## src/rtl/uart_pkg.sv

```systemverilog
// rtl/uart_pkg.sv - shared types, constants and arbitration helper for the UART TX arbiter
package uart_pkg;

  localparam int BAUD_DIV_DEFAULT = 10400;
  localparam int FRAME_BITS       = 10;
  localparam int DATA_BITS        = 8;

  typedef enum logic [1:0] {
    ST_IDLE  = 2'd0,
    ST_START = 2'd1,
    ST_DATA  = 2'd2,
    ST_STOP  = 2'd3
  } tx_state_e;

  // Returns {any_valid, selected}; on a tie the requester that did not go last wins.
  function automatic logic [1:0] rr_pick(input logic v0, input logic v1, input logic last_grant);
    logic sel;
    sel = (v0 && v1) ? ~last_grant : v1;
    return {v0 | v1, sel};
  endfunction

endpackage

```

## src/rtl/uart_baud_tick.sv

```systemverilog
// rtl/uart_baud_tick.sv - bit-period counter emitting a one-cycle tick at count BAUD_DIV-1
module uart_baud_tick
  import uart_pkg::*;
#(
  parameter int BAUD_DIV = BAUD_DIV_DEFAULT
) (
  input  logic sysclk,
  input  logic reset,
  input  logic clr,
  input  logic en,
  output logic tick
);

  localparam int            CW   = $clog2(BAUD_DIV);
  localparam logic [CW-1:0] LAST = CW'(BAUD_DIV - 1);

  logic [CW-1:0] cnt_q, cnt_d;

  always_comb begin
    cnt_d = cnt_q;
    if (clr) begin
      cnt_d = '0;
    end else if (en) begin
      cnt_d = (cnt_q == LAST) ? '0 : cnt_q + CW'(1);
    end
  end

  always_ff @(posedge sysclk or negedge reset) begin
    if (!reset) begin
      cnt_q <= '0;
    end else begin
      cnt_q <= cnt_d;
    end
  end

  assign tick = en && (cnt_q == LAST);

endmodule

```

## src/rtl/uart_tx_arbiter.sv

```systemverilog
// rtl/uart_tx_arbiter.sv - two-requester round-robin arbiter feeding an 8N1 serializer
module uart_tx_arbiter
  import uart_pkg::*;
#(
  parameter int BAUD_DIV = BAUD_DIV_DEFAULT
) (
  input  logic       sysclk,
  input  logic       reset,
  input  logic       req0_valid,
  input  logic [7:0] req0_data,
  output logic       req0_ready,
  input  logic       req1_valid,
  input  logic [7:0] req1_data,
  output logic       req1_ready,
  output logic       tx,
  output logic       busy,
  output logic       grant_id
);

  localparam logic [1:0] S_IDLE  = ST_IDLE;
  localparam logic [1:0] S_START = ST_START;
  localparam logic [1:0] S_DATA  = ST_DATA;
  localparam logic [1:0] S_STOP  = ST_STOP;

  logic [1:0]           state_q, state_d;
  logic [DATA_BITS-1:0] shift_q, shift_d;
  logic [2:0]           bit_idx_q, bit_idx_d;
  logic                 grant_q, grant_d;
  logic                 last_grant_q, last_grant_d;
  logic                 tx_q, tx_d;

  logic [1:0] pick;
  logic       have_req;
  logic       sel;
  logic       hs;
  logic       bit_tick;

  assign pick     = rr_pick(req0_valid, req1_valid, last_grant_q);
  assign have_req = pick[1];
  assign sel      = pick[0];

  // Ready is gated by reset so neither requester sees an acceptance while the block is held.
  assign req0_ready = reset && (state_q == S_IDLE) && have_req && !sel;
  assign req1_ready = reset && (state_q == S_IDLE) && have_req && sel;
  assign hs         = (req0_valid && req0_ready) || (req1_valid && req1_ready);

  uart_baud_tick #(
    .BAUD_DIV(BAUD_DIV)
  ) u_baud (
    .sysclk(sysclk),
    .reset (reset),
    .clr   (hs),
    .en    (state_q != S_IDLE),
    .tick  (bit_tick)
  );

  always_comb begin
    state_d      = state_q;
    shift_d      = shift_q;
    bit_idx_d    = bit_idx_q;
    grant_d      = grant_q;
    last_grant_d = last_grant_q;

    case (state_q)
      S_IDLE: begin
        if (hs) begin
          shift_d      = sel ? req1_data : req0_data;
          grant_d      = sel;
          last_grant_d = sel;
          state_d      = S_START;
        end
      end
      S_START: begin
        if (bit_tick) begin
          bit_idx_d = '0;
          state_d   = S_DATA;
        end
      end
      S_DATA: begin
        if (bit_tick) begin
          shift_d   = {1'b0, shift_q[DATA_BITS-1:1]};
          bit_idx_d = bit_idx_q + 3'd1;
          if (bit_idx_q == 3'(DATA_BITS - 1)) begin
            state_d = S_STOP;
          end
        end
      end
      S_STOP: begin
        if (bit_tick) begin
          state_d = S_IDLE;
        end
      end
      default: begin
        state_d = S_IDLE;
      end
    endcase

    // tx is registered from the next state so the pin never glitches on state decode.
    case (state_d)
      S_START: tx_d = 1'b0;
      S_DATA:  tx_d = shift_d[0];
      default: tx_d = 1'b1;
    endcase
  end

  always_ff @(posedge sysclk or negedge reset) begin
    if (!reset) begin
      state_q      <= S_IDLE;
      shift_q      <= '0;
      bit_idx_q    <= '0;
      grant_q      <= 1'b0;
      last_grant_q <= 1'b1;
      tx_q         <= 1'b1;
    end else begin
      state_q      <= state_d;
      shift_q      <= shift_d;
      bit_idx_q    <= bit_idx_d;
      grant_q      <= grant_d;
      last_grant_q <= last_grant_d;
      tx_q         <= tx_d;
    end
  end

  assign tx       = tx_q;
  assign busy     = (state_q != S_IDLE);
  assign grant_id = grant_q;

endmodule

```

## config.mk

```make
export PLATFORM = sky130hd
export DESIGN_NAME = uart_tx_arbiter
export DESIGN_NICKNAME = d
export VERILOG_FILES = /design/src/rtl/uart_pkg.sv /design/src/rtl/uart_baud_tick.sv /design/src/rtl/uart_tx_arbiter.sv
export SDC_FILE = /design/constraint.sdc
export NUM_CORES = 1
export LEC_CHECK = 0
export ABC_AREA = 1
export CORE_UTILIZATION = 48
export DETAILED_ROUTE_END_ITERATION = 7
export PLACE_DENSITY = 0.75
export SLEW_MARGIN = 25
export SYNTH_ARGS = -nofsm -noshare
export SYNTH_HDL_FRONTEND = slang
export SYNTH_SLANG_ARGS = --single-unit
```

## constraint.sdc

```tcl
create_clock -name sysclk -period 1.5 [get_ports sysclk]
set_input_delay 0.225 -clock sysclk [delete_from_list [all_inputs] [get_ports sysclk]]
set_output_delay 0.225 -clock sysclk [all_outputs]
set_load 0.005 [all_outputs]
```

==> summary.md, run 1 <==
| Metric | Value |
|---|---|
| CTS Buf Count | 5 |
| Syn Inst Count | 216 |
| Failing checks | negative setup slack |
| Post-route ant nets | 0 |
| Least-Margin Pin Slew | 0.3793 ns |
| Mean Syn Cell Area | 7.756 um^2 |
| Via count | 1,721 |
| Initial antenna violation count | 0 |
| Most frequent cells in the layout | nand2_1, buf_4, dfrtp_1 |
| Type of the most critical hold path | in2async |
| Pwr/cell area | 1055 nW/um^2 |
| Clock latency on the worst-skew pair | 0.34 ns |
| Number of instances in the placed design | 316 |
| Setup Crit Path Kind | reg2out |
| Fin. max-slew vios | 0 |
| Share of post-route cells with drive strength above 1 | 0.3780 |
| Cell area after synthesis | 1675 um^2 |
| Total track usage | 0.2412 |
| GRT overflow | 0 |
| Placement Setup Slack | -0.4184 ns |
| CTS H-tree depth | 2 |
| Routability cong. | 0.8554 |
| Slowest-stage cell, CP | dfrtp_1 |
| Commonest non-fill, non-tap cell in the layout | nand2_1 |
| Mapped Nets | 239 |
| Sink Count | 30 |
| Layout Cells excl Fill | 337 |
| Yosys warning count | 0 |
| Setup crit start kind | flip-flop |
| Worst EP required | 1.27 ns |
| Final hold viol count | 0 |
| CTS clock-pin slew for the worst setup and hold paths | 0.10 ns |
| Max-cap check violation count | 0 |
| # setup viols final | 3 |
| Starting density of the core | 0.5021 |
| Tot Pwr | 2.689 mW |
| Wire per inst | 12.93 um |
| CTS tree | done |
| Vias per inst | 5.107 |
| Final net count | 313 |
| Clock skew | 0.008088 ns |
| First-pass GRT wire length | 6.527 mm |
| EDFF count, synth | 0 |
| Post-Route WL | 4.357 mm |
| Die extent in y | 61.08 um |
| Max VDD drop | 0.0009477 V |
| Critical-path cell list | nor2_4 > inv_2 > nor2_4 > inv_2 > nor2_2 > buf_2 |
| F_max | 627.5 MHz |
| CP Capture Type | output pin |
| Post-synthesis sequential area ratio | 0.4496 |
| Root buffer cell | clkbuf_4 |
| Relative slew slack | 0.7471 |
| Core area | 3337 um^2 |
| Half-perimeter wire length after placement | 2.780 mm |
| Period utilisation layout | 1.062 |
| Outcome | finished with violations |
| Port bufs | 24 |
| Die area | 3731 um^2 |
| Width of the chip | 61.08 um |
| Detailed router's first-iteration violation count | 102 |
| Critical Path Fanout Max | 3 |
| Utilization after layout | 0.7634 |
| Hold Slack | 0.3938 ns |
| Largest net degree at the start of global routing | 31 |
| Lkg Pwr | 1.303 nW |
| DRC violations left | 0 |
| Fillers | 236 |
| RSZ-0062 raised after global routing | yes |
| Longest Clk Path Bufs | 2 |
| I/O Pins | 25 |
| #FFs+latches synth | 30 |
| Area Growth Syn to Fin | 52.05% |
| Site row count | 21 |
| Largest stage delay, worst path | 0.42 ns |
| Async SR Flop Fraction | 1.000 |
| PnR worst setup slack | -0.09373 ns |
| # hold bufs at CTS | 0 |
| Buf+Inv Stages, Crit Path | 3 |
| Number of detailed-route iterations in the first pass | 5 |
| Crit path max-delay family | flip-flops |
| Distinct cells, synth | 27 |
| Vias in the first global route | 1,574 |
| R2r setup slk | -0.03 ns |
| Ant. Diodes | 0 |
| Synth Flop Type | dfrtp_1 |
| Tmin final | 1.594 ns |
| Critical Path AT | 1.37 ns |
layer usage:
| layer | up-vias | global-route usage | share of wire |
|---|---|---|---|
| li1 | 852 | - | - |
| met1 | 809 | 0.3195 | 0.44 |
| met2 | 51 | 0.3711 | 0.50 |
| met3 | 9 | 0.06933 | 0.048 |
| met4 | 0 | 0.1006 | 0.019 |
| met5 | - | 0 | 0 |
cells in the mapped netlist (all sizes together), types with 2 or more instances:
master,n,area share
a31oi,2,0.0075
xor2,3,0.016
a21oi,9,0.027
inv,25,0.056
nand3,11,0.033
nand2,76,0.18
nand4,9,0.034
nor2,27,0.096
o21ai,5,0.015
nor3,8,0.027
dfrtp,28,0.42
ha,3,0.022
a22oi,2,0.0090
dfstp,2,0.031
a22o,2,0.010
where the power goes:
group | switching [mW] | internal [mW] | leakage, nW
clock | 0.298 | 0.345 | 0.0450
sequential | 0.156 | 0.978 | 0.370
combinational | 0.460 | 0.452 | 0.887
layout make-up:
cell class	count	area, um^2	share of cell area
multi-input combinational	161	978.4	0.3841
sequential	30	753.2	0.2957
timing repair buffer	67	579.3	0.2274
inverter	25	101.3	0.03978
tap	46	57.56	0.02259
clock inverter	3	40.04	0.01572
clock buffer	5	37.54	0.01473
worst paths after layout:
check / end / depth (start not counted) / from
max: req0_ready / 6 / state_q[1]
min: u_baud.cnt_q[6] / 2 / reset
max reg2reg: u_baud.cnt_q[3] / 8 / state_q[1]
min reg2reg: last_grant_q / 2 / last_grant_q
max in group asynchronous: last_grant_q / 2 / reset
min in group sysclk: shift_q[6] / 3 / req1_data[6]
stage by stage:
step / TNS (ns) / instance area [um^2]
after CTS: -0.4724 / 2364
after global placement: -4.741 / 2211
after detailed placement: -5.404 / 2211
final: -0.1577 / 2547
after global routing: -0.7678 / 2547
after floorplan: 0 / 1675
sequential cells by signal, indices dropped and copies added, names as in the netlist:
name,count
u_baud.cnt_q,14
shift_q,8
bit_idx_q,3
state_q,2
grant_id,1
last_grant_q,1
tx,1
worst reg2reg max path: cells and delay by family, from the launching register on:
family / cells / cell delay (ns)
flip-flops: 1 / 0.42
buffers and inverters: 3 / 0.40
AO/OA/AOI/OAI: 1 / 0.11
AND/OR/NAND/NOR: 4 / 0.51
kinds of logic after synthesis:
family | after synthesis | share of synthesized area
adders and majority gates | 3 | 0.02241
DFF | 30 | 0.4496
and+or+nand+nor | 133 | 0.3779
xor gates and xnor gates | 3 | 0.01569
buffers and inverters | 26 | 0.06049
AOI/OAI and AO/OA | 21 | 0.07393
repair_timing:
item	CTS	global route
setup buffers	7	5
gates resized for setup	21	37
pin swaps	7	15
cloned	0	1
setup endpoints to repair	11	27
Power figures use the tool's default switching activity.
==> run 2, diff against run 1 <==
ABC_CLOCK_PERIOD_IN_PS = 1500   (was default)
==> results of run 2 <==
Same layout as run 1: the final DEF is identical, and so are final timing and power.
